### config.mk
export PLATFORM = sky130hd
export DESIGN_NAME = time_field_editor_flat
export DESIGN_NICKNAME = d
export VERILOG_FILES = /design/src/rtl/time_field_editor_if.sv /design/src/rtl/time_field_editor.sv /design/src/flat_wrapper.sv
export SDC_FILE = /design/constraint.sdc
export NUM_CORES = 1
export LEC_CHECK = 0
export ABC_CLOCK_PERIOD_IN_PS = 1920
export CORE_ASPECT_RATIO = 1.1
export CORE_UTILIZATION = 35
export CTS_BUF_LIST = sky130_fd_sc_hd__clkbuf_16
export DETAILED_ROUTE_END_ITERATION = 16
export PLACE_DENSITY = 0.63
export SETUP_SLACK_MARGIN = 0.1
export SYNTH_ARGS = -nofsm -noshare
export SYNTH_HDL_FRONTEND = slang
export SYNTH_SLANG_ARGS = --single-unit
export TNS_END_PERCENT = 5
### constraint.sdc
create_clock -name clk_out -period 1.92 [get_ports clk_out]
set_input_delay 0.384 -clock clk_out [delete_from_list [all_inputs] [get_ports clk_out]]
set_output_delay 0.384 -clock clk_out [all_outputs]
set_load 0.005 [all_outputs]
### src/rtl/time_field_editor_if.sv
// Button / status bundle between the push-button front end and the
// mode/field-edit controller. The master drives the button pulses and held
// levels. The slave (the controller) drives the registered status and strobes.
// There is no valid/ready handshake here. The button inputs are single-cycle
// pulses sampled on every rising clk_out edge. The outputs are levels or
// single-cycle strobes that are valid in every cycle after the edge that
// produced them.
interface time_field_editor_if #(
  parameter int NUM_FIELDS = 4
);
  localparam int FW = $clog2(NUM_FIELDS);

  logic                  btn_c;
  logic                  btn_u;
  logic                  btn_d;
  logic                  btn_l;
  logic                  btn_r;
  logic                  up_held;
  logic                  dn_held;
  logic                  run_en;
  logic                  edit_mode;
  logic [FW-1:0]         field_sel;
  logic [NUM_FIELDS-1:0] inc_pulse;
  logic [NUM_FIELDS-1:0] dec_pulse;
  logic                  disp_sel;
  logic [NUM_FIELDS:0]   leds;
  logic                  timeout_evt;
  logic                  state_dbg;

  modport master (
    output btn_c, btn_u, btn_d, btn_l, btn_r, up_held, dn_held,
    input  run_en, edit_mode, field_sel, inc_pulse, dec_pulse, disp_sel,
           leds, timeout_evt, state_dbg
  );

  modport slave (
    input  btn_c, btn_u, btn_d, btn_l, btn_r, up_held, dn_held,
    output run_en, edit_mode, field_sel, inc_pulse, dec_pulse, disp_sel,
           leds, timeout_evt, state_dbg
  );
endinterface

### src/rtl/time_field_editor.sv
// Mode/field-edit controller for the alarm clock. It has two states:
// - RUN: the time bank counts.
// - EDIT: the buttons select a field and issue inc/dec strobes to it.
// An idle timeout in EDIT returns the block to RUN. All outputs are registered.
// Optional macro TFE_AUTO_REPEAT_EN adds hold-to-repeat on the up/down buttons.
// The default build leaves it out.
module time_field_editor #(
  parameter int NUM_FIELDS    = 4,
  parameter int DISP_SPLIT    = 2,
  parameter int TIMEOUT_TICKS = 2000,
  parameter int REPEAT_DELAY  = 100,
  parameter int REPEAT_RATE   = 20
) (
  input logic                 clk_out,
  input logic                 rst,
  time_field_editor_if.slave  bus
);
  localparam int FW          = $clog2(NUM_FIELDS);
  localparam int IW          = (TIMEOUT_TICKS > 0) ? $clog2(TIMEOUT_TICKS + 1) : 1;
  localparam int IDLE_LAST_I = (TIMEOUT_TICKS > 0) ? TIMEOUT_TICKS - 1 : 0;
  localparam logic [IW-1:0] IDLE_LAST  = IW'(IDLE_LAST_I);
  localparam logic [FW-1:0] FIELD_LAST = FW'(NUM_FIELDS - 1);

  typedef enum logic {ST_RUN, ST_EDIT} state_t;

  state_t                state_q, state_d;
  logic [FW-1:0]         field_q, field_d;
  logic [IW-1:0]         idle_q, idle_d;
  logic [NUM_FIELDS-1:0] inc_d, dec_d;
  logic [NUM_FIELDS:0]   leds_d;
  logic                  tevt_d;
  logic                  valid;
  logic                  activity;

`ifdef TFE_AUTO_REPEAT_EN
  localparam int RMAX        = (REPEAT_DELAY > REPEAT_RATE) ? REPEAT_DELAY : REPEAT_RATE;
  localparam int RW          = (RMAX > 0) ? $clog2(RMAX + 1) : 1;
  localparam int DELAY_M1    = (REPEAT_DELAY > 0) ? REPEAT_DELAY - 1 : 0;
  localparam int RATE_M1     = (REPEAT_RATE > 0) ? REPEAT_RATE - 1 : 0;

  typedef enum logic [1:0] {REP_NONE, REP_UP, REP_DN} rep_dir_t;

  rep_dir_t      rep_dir_q, rep_dir_d;
  logic          rep_rate_q, rep_rate_d;
  logic [RW-1:0] rep_cnt_q, rep_cnt_d;
  logic [RW-1:0] rep_target;
  logic          rep_held;
`endif

  assign valid         = $onehot({bus.btn_c, bus.btn_u, bus.btn_d, bus.btn_l, bus.btn_r});
  assign bus.state_dbg = (state_q == ST_EDIT);

  // State, selected field and idle counter; asynchronous reset to RUN / field 0
  always_ff @(posedge clk_out or posedge rst) begin
    if (rst) begin
      state_q <= ST_RUN;
      field_q <= '0;
      idle_q  <= '0;
    end else begin
      state_q <= state_d;
      field_q <= field_d;
      idle_q  <= idle_d;
    end
  end

`ifdef TFE_AUTO_REPEAT_EN
  // Auto-repeat tracking: direction, delay/rate phase and hold counter
  always_ff @(posedge clk_out or posedge rst) begin
    if (rst) begin
      rep_dir_q  <= REP_NONE;
      rep_rate_q <= 1'b0;
      rep_cnt_q  <= '0;
    end else begin
      rep_dir_q  <= rep_dir_d;
      rep_rate_q <= rep_rate_d;
      rep_cnt_q  <= rep_cnt_d;
    end
  end
`endif

  // Next-state, field, strobe, repeat and idle-timeout decisions
  always_comb begin
    state_d  = state_q;
    field_d  = field_q;
    idle_d   = idle_q;
    inc_d    = '0;
    dec_d    = '0;
    tevt_d   = 1'b0;
    activity = 1'b0;
`ifdef TFE_AUTO_REPEAT_EN
    rep_dir_d  = rep_dir_q;
    rep_rate_d = rep_rate_q;
    rep_cnt_d  = rep_cnt_q;
    rep_target = rep_rate_q ? RW'(RATE_M1) : RW'(DELAY_M1);
    rep_held   = (rep_dir_q == REP_UP) ? bus.up_held : bus.dn_held;
`endif
    case (state_q)
      ST_RUN: begin
        idle_d = '0;
        if (valid && bus.btn_c) begin
          state_d = ST_EDIT;
          field_d = '0;
        end
      end
      default: begin
        if (valid) begin
          // Every valid button counts as activity and restarts any repeat
          activity = 1'b1;
`ifdef TFE_AUTO_REPEAT_EN
          rep_dir_d  = REP_NONE;
          rep_rate_d = 1'b0;
          rep_cnt_d  = '0;
`endif
          if (bus.btn_c) begin
            state_d = ST_RUN;
          end else if (bus.btn_r) begin
            field_d = (field_q == FIELD_LAST) ? '0 : field_q + 1'b1;
          end else if (bus.btn_l) begin
            field_d = (field_q == '0) ? FIELD_LAST : field_q - 1'b1;
          end else if (bus.btn_u) begin
            inc_d[field_q] = 1'b1;
`ifdef TFE_AUTO_REPEAT_EN
            rep_dir_d = REP_UP;
`endif
          end else begin
            dec_d[field_q] = 1'b1;
`ifdef TFE_AUTO_REPEAT_EN
            rep_dir_d = REP_DN;
`endif
          end
        end
`ifdef TFE_AUTO_REPEAT_EN
        else if (rep_dir_q != REP_NONE) begin
          if (!rep_held || (bus.up_held && bus.dn_held)) begin
            rep_dir_d  = REP_NONE;
            rep_rate_d = 1'b0;
            rep_cnt_d  = '0;
          end else if (rep_cnt_q == rep_target) begin
            // Repeat strobe: counts as activity; later strobes use the rate period
            activity   = 1'b1;
            rep_rate_d = 1'b1;
            rep_cnt_d  = '0;
            if (rep_dir_q == REP_UP) inc_d[field_q] = 1'b1;
            else                     dec_d[field_q] = 1'b1;
          end else begin
            rep_cnt_d = rep_cnt_q + 1'b1;
          end
        end
`endif
        // Activity in this cycle beats a timeout terminal count in the same cycle
        if (activity) begin
          idle_d = '0;
        end else if ((TIMEOUT_TICKS != 0) && (idle_q == IDLE_LAST)) begin
          state_d = ST_RUN;
          tevt_d  = 1'b1;
`ifdef TFE_AUTO_REPEAT_EN
          rep_dir_d  = REP_NONE;
          rep_rate_d = 1'b0;
          rep_cnt_d  = '0;
`endif
        end else if (idle_q != '1) begin
          idle_d = idle_q + 1'b1;
        end
        if (state_d == ST_RUN) idle_d = '0;
      end
    endcase
    leds_d[0] = (state_d == ST_RUN);
    for (int k = 0; k < NUM_FIELDS; k++) begin
      leds_d[k+1] = (state_d == ST_EDIT) && (field_d == FW'(k));
    end
  end

  // Registered outputs, computed from the next state so they change one cycle after the button
  always_ff @(posedge clk_out or posedge rst) begin
    if (rst) begin
      bus.run_en      <= 1'b1;
      bus.edit_mode   <= 1'b0;
      bus.field_sel   <= '0;
      bus.inc_pulse   <= '0;
      bus.dec_pulse   <= '0;
      bus.disp_sel    <= 1'b0;
      bus.leds        <= {{NUM_FIELDS{1'b0}}, 1'b1};
      bus.timeout_evt <= 1'b0;
    end else begin
      bus.run_en      <= (state_d == ST_RUN);
      bus.edit_mode   <= (state_d == ST_EDIT);
      bus.field_sel   <= field_d;
      bus.inc_pulse   <= inc_d;
      bus.dec_pulse   <= dec_d;
      bus.disp_sel    <= (state_d == ST_EDIT) && (int'(field_d) >= DISP_SPLIT);
      bus.leds        <= leds_d;
      bus.timeout_evt <= tevt_d;
    end
  end
endmodule
### src/flat_wrapper.sv
// flat-port wrapper written by rule: the top's interface ports become plain ports
module time_field_editor_flat 
#(
  parameter int NUM_FIELDS    = 4,
  parameter int DISP_SPLIT    = 2,
  parameter int TIMEOUT_TICKS = 2000,
  parameter int REPEAT_DELAY  = 100,
  parameter int REPEAT_RATE   = 20
)
  (clk_out, rst, bus_btn_c, bus_btn_u, bus_btn_d, bus_btn_l, bus_btn_r, bus_up_held, bus_dn_held, bus_run_en, bus_edit_mode, bus_field_sel, bus_inc_pulse, bus_dec_pulse, bus_disp_sel, bus_leds, bus_timeout_evt, bus_state_dbg);
  time_field_editor_if #(.NUM_FIELDS(NUM_FIELDS)) bus_i ();
  input logic clk_out;
  input logic rst;
  input wire logic [$bits(bus_i.btn_c)-1:0] bus_btn_c;
  input wire logic [$bits(bus_i.btn_u)-1:0] bus_btn_u;
  input wire logic [$bits(bus_i.btn_d)-1:0] bus_btn_d;
  input wire logic [$bits(bus_i.btn_l)-1:0] bus_btn_l;
  input wire logic [$bits(bus_i.btn_r)-1:0] bus_btn_r;
  input wire logic [$bits(bus_i.up_held)-1:0] bus_up_held;
  input wire logic [$bits(bus_i.dn_held)-1:0] bus_dn_held;
  output wire logic [$bits(bus_i.run_en)-1:0] bus_run_en;
  output wire logic [$bits(bus_i.edit_mode)-1:0] bus_edit_mode;
  output wire logic [$bits(bus_i.field_sel)-1:0] bus_field_sel;
  output wire logic [$bits(bus_i.inc_pulse)-1:0] bus_inc_pulse;
  output wire logic [$bits(bus_i.dec_pulse)-1:0] bus_dec_pulse;
  output wire logic [$bits(bus_i.disp_sel)-1:0] bus_disp_sel;
  output wire logic [$bits(bus_i.leds)-1:0] bus_leds;
  output wire logic [$bits(bus_i.timeout_evt)-1:0] bus_timeout_evt;
  output wire logic [$bits(bus_i.state_dbg)-1:0] bus_state_dbg;
  assign bus_i.btn_c = bus_btn_c;
  assign bus_i.btn_u = bus_btn_u;
  assign bus_i.btn_d = bus_btn_d;
  assign bus_i.btn_l = bus_btn_l;
  assign bus_i.btn_r = bus_btn_r;
  assign bus_i.up_held = bus_up_held;
  assign bus_i.dn_held = bus_dn_held;
  assign bus_run_en = bus_i.run_en;
  assign bus_edit_mode = bus_i.edit_mode;
  assign bus_field_sel = bus_i.field_sel;
  assign bus_inc_pulse = bus_i.inc_pulse;
  assign bus_dec_pulse = bus_i.dec_pulse;
  assign bus_disp_sel = bus_i.disp_sel;
  assign bus_leds = bus_i.leds;
  assign bus_timeout_evt = bus_i.timeout_evt;
  assign bus_state_dbg = bus_i.state_dbg;
  time_field_editor #(.NUM_FIELDS(NUM_FIELDS), .DISP_SPLIT(DISP_SPLIT), .TIMEOUT_TICKS(TIMEOUT_TICKS), .REPEAT_DELAY(REPEAT_DELAY), .REPEAT_RATE(REPEAT_RATE)) u_core (.clk_out(clk_out), .rst(rst), .bus(bus_i));
endmodule
==> impl_table.tex, run 1 <==
\begin{tabular}{lr}
\hline
Metric & Value \\
\hline
\multicolumn{2}{l}{\textbf{Outcome}} \\
Result of the run & finished with violations \\
Failing checks & setup timing \\
\multicolumn{2}{l}{\textbf{Synth}} \\
Sequential cell area fraction in the yosys report & 50.8\% \\
Post-Syn Nets & 153 \\
Share of flip-flops with an asynchronous set or reset & 100\% \\
Synthesized area divided by synthesized cell count & 10.6 um\^{}2 \\
Register bit count reported by yosys & 29 \\
Prevailing post-synth register cell & sky130\_fd\_sc\_hd\_\_dfrtp\_1 \\
Syn Inst Count & 135 \\
Synthesis Warnings & 0 \\
Distinct cells, synth & 41 \\
Post-Syn Area & 1430 um\^{}2 \\
Count of flip-flops with a built-in enable after synthesis & 0 \\
\multicolumn{2}{l}{\textbf{Floorplanning}} \\
Core region area & 3930 um\^{}2 \\
Number of top-level design ports & 29 \\
Site row count & 24 \\
Die X & 63.0 um \\
Die H & 69.1 um \\
Starting density of the core & 36.4\% \\
Total Die Area & 4350 um\^{}2 \\
\multicolumn{2}{l}{\textbf{Global route}} \\
Met1 layer usage reported by global route & 16.1\% \\
Most used routing layer & met2 \\
Largest net degree at the start of global routing & 30 \\
GR Util met3 & 3.31\% \\
First-pass GRT wire length & 5330 um \\
GRT Total Usage & 16.1\% \\
Total gr overflow & 0 \\
Global Route met2 Usage & 30.0\% \\
Vias in the first global route & 1210 \\
Initial antenna violation count & 0 \\
\multicolumn{2}{l}{\textbf{Critical path}} \\
WP data required & 2.10 ns \\
Critical path startpoint category & input port \\
Critical Setup Path Class & in -> reg \\
Crit. End Element & flip-flop \\
Critical-path cell list & buf\_8 -> ha\_4 -> inv\_2 -> fa\_2 -> fa\_1 -> nand3b\_1 -> o41ai\_2 -> a22oi\_2 -> nor3\_1 \\
Largest driver fanout on the critical path & 4 \\
Largest incremental delay on the critical path & 0.51 ns \\
Slowest cell on the critical path & sky130\_fd\_sc\_hd\_\_fa\_1 \\
Critical path data arrival time & 2.56 ns \\
\multicolumn{2}{l}{\textbf{Detailed routing}} \\
Residual DRC & 0 \\
Initial detailed-routing violation count & 26 \\
Routed wirelength normalized by instance count & 12.4 um \\
Antenna Nets Post-Route & 0 \\
DR vias/cell & 4.76 \\
First-pass iteration count of the detailed router & 4 \\
Number of vias in the routed layout & 1123 \\
Routed Wire Length & 2930 um \\
\multicolumn{2}{l}{\textbf{Cells and area}} \\
Fin nets & 201 \\
Fraction of layout cells with a size suffix above 1 & 31.0\% \\
Layout overhead on the synthesized area & 47.1\% \\
Finished Core Util & 53.5\% \\
Filler-free cell count of the finished design & 236 \\
Inserted Diodes & 0 \\
Number of fillers in the final layout & 349 \\
\multicolumn{2}{l}{\textbf{Clock tree}} \\
Total clock sinks & 29 \\
Cell chosen for the clock root & sky130\_fd\_sc\_hd\_\_clkbuf\_16 \\
Number of buffers created by CTS & 5 \\
Clock slew seen by the registers of the worst setup and hold paths & 0.05 ns \\
Clock tree from TritonCTS & yes \\
Clock latency reported for the late side of the worst-skew pair & 0.27 ns \\
H-tree level count & 2 \\
Longest Clk Path Bufs & 2 \\
Hold buffer count at CTS & 0 \\
\multicolumn{2}{l}{\textbf{Placement}} \\
Cell count after placement & 226 \\
Count of buffers from port buffering & 26 \\
Post-detailed-placement half-perimeter wirelength & 2280 um \\
Routability congestion estimate & 0.817 \\
\multicolumn{2}{l}{\textbf{STA}} \\
Final-report setup violation count & 29 \\
Final clock skew & 0.00448 ns \\
Final WS setup & -0.466 ns \\
Max-slew violation count & 0 \\
Setup repair after global routing missed its margin & true \\
Time the final worst path needs with I/O delays and setup & 2.39 ns \\
Max Clk Rate & 0.419 GHz \\
Worst Max-Slew Pin Slew & 0.353 ns \\
Number of hold violations in the final report & 0 \\
Period utilisation layout & 124\% \\
Worst-case headroom to the max-slew limit & 76.5\% \\
TNS Setup & -9.72 ns \\
\multicolumn{2}{l}{\textbf{Job}} \\
Max cap viols & 0 \\
\multicolumn{2}{l}{\textbf{Pwr}} \\
Power density of the placed cells & 1110 nW/um\^{}2 \\
Peak ir drop on the vdd network & 528 uV \\
Post-route total power & 2.34 mW \\
Static Leakage & 0.936 nW \\
\multicolumn{2}{l}{\textbf{Hold path}} \\
Worst hold path type & in -> reg \\
\hline
\end{tabular}
-- critical path, delay by kind of cell --
| family | cells | cell delay, ns |
|---|---|---|
| and+or+nand+nor | 2 | 0.41 |
| adders and majority gates | 3 | 1.10 |
| AOI/OAI and AO/OA | 2 | 0.54 |
| buffers and inverters | 2 | 0.13 |
-- final timing paths --
kind                                  startpoint                 endpoint  slack, ns  cells after the start
max in group asynchronous                    rst       u_core.bus.leds[0]       1.14                      3
worst max register to register  u_core.idle_q[0]       u_core.bus.leds[2]       0.07                      5
min in group asynchronous                    rst         u_core.idle_q[2]       0.47                      3
worst min-delay path                   bus_btn_u  u_core.bus.dec_pulse[0]       0.41                      3
worst min register to register  u_core.idle_q[8]         u_core.idle_q[8]       0.50                      1
worst max-delay path                   bus_btn_l       u_core.bus.leds[4]      -0.47                      9
-- layout by cell type, fill, tap and decap left out, types with 5 or more instances in the layout --
master,instances
sky130_fd_sc_hd__buf_4,16
sky130_fd_sc_hd__clkbuf_16,5
sky130_fd_sc_hd__clkdlybuf4s50_1,21
sky130_fd_sc_hd__dfrtp_1,27
sky130_fd_sc_hd__ha_1,5
sky130_fd_sc_hd__inv_1,9
sky130_fd_sc_hd__inv_2,5
sky130_fd_sc_hd__nand2_1,10
sky130_fd_sc_hd__nor2_1,15
sky130_fd_sc_hd__nor3_1,6
-- area by class of cell --
class                      count  area, um^2  area share, %
clock buffer                   5         125           5.94
clock inverter                 3        12.5          0.594
inverter                      14        52.6           2.50
multi-input combinational     89         708           33.6
sequential                    29         728           34.6
tap                           52        65.1           3.09
timing repair buffer          44         414           19.7
-- registers in the layout, summed over array words and instances, names as in the netlist --
| register | flops |
|---|---|
| u_core.bus.disp_sel | 1 |
| u_core.bus.timeout_evt | 1 |
| u_core.field_q | 2 |
| u_core.idle_q | 11 |
| u_core.bus.state_dbg | 1 |
| u_core.bus.inc_pulse | 4 |
| u_core.bus.dec_pulse | 4 |
| u_core.bus.leds | 5 |
-- kinds of logic after synthesis --
| family | synth area share [%] |
|---|---|
| DFF | 50.8 |
| xor gates and xnor gates | 1.84 |
| and+or+nand+nor | 21.6 |
| adders and majority gates | 8.92 |
| buffers and inverters | 5.51 |
| AOI/OAI and AO/OA | 10.7 |
| muxes | 0.699 |
-- per-stage QoR --
step / hold slack, ns / worst slack [ns] / cell area [um^2]
after global routing: 0.417 / -0.579 / 2110
after floorplan: 0.456 / -0.494 / 1480
after global placement: 0.483 / -1.10 / 1900
after CTS: 0.404 / -0.435 / 2080
after detailed placement: 0.499 / -1.22 / 1900
final: 0.412 / -0.466 / 2110
-- routing by layer --
layer	up-vias	routed length [um]
li1	558	-
met1	540	1110
met2	19	1670
met3	6	79
met4	0	74
met5	-	0
-- report_power, final --
group | switching [mW] | total (mW) | leakage [nW] | internal (mW)
Combinational | 0.377 | 0.834 | 0.474 | 0.457
Clock | 0.239 | 0.704 | 0.0687 | 0.465
Sequential | 0.0856 | 0.799 | 0.393 | 0.713
-- cell usage after synthesis (2+ instances only) --
cell type	n	share of area, %
sky130_fd_sc_hd__nor2_1	16	4.2
sky130_fd_sc_hd__a22oi_1	2	1.0
sky130_fd_sc_hd__nand2b_1	2	0.87
sky130_fd_sc_hd__dfrtp_1	28	49
sky130_fd_sc_hd__a21oi_1	4	1.4
sky130_fd_sc_hd__o41ai_1	2	1.2
sky130_fd_sc_hd__nor3_1	9	3.1
sky130_fd_sc_hd__a21o_1	2	1.0
sky130_fd_sc_hd__fa_1	2	2.8
sky130_fd_sc_hd__buf_4	2	1.0
sky130_fd_sc_hd__xor2_1	2	1.2
sky130_fd_sc_hd__a31oi_1	2	0.87
sky130_fd_sc_hd__o31ai_1	2	1.0
sky130_fd_sc_hd__nand2_1	10	2.6
sky130_fd_sc_hd__inv_1	14	3.7
sky130_fd_sc_hd__ha_1	7	6.1
sky130_fd_sc_hd__nand3_1	3	1.0
sky130_fd_sc_hd__o21ai_0	3	1.0
-- what timing repair did --
action	4_1_cts	5_1_grt
endpoints found under the setup margin	29	31
gates resized for setup	30	9
setup buffers	2	0
hold endpoints to repair	0	0
pin swaps	9	4
No activity file was read; power rests on OpenSTA's default activity.
==> run 2: changes to the inputs <==
CTS_CLUSTER_SIZE = 30   (was unset)
==> results of run 2 <==
The final DEF is identical to that of run 1; final timing and power are the same.
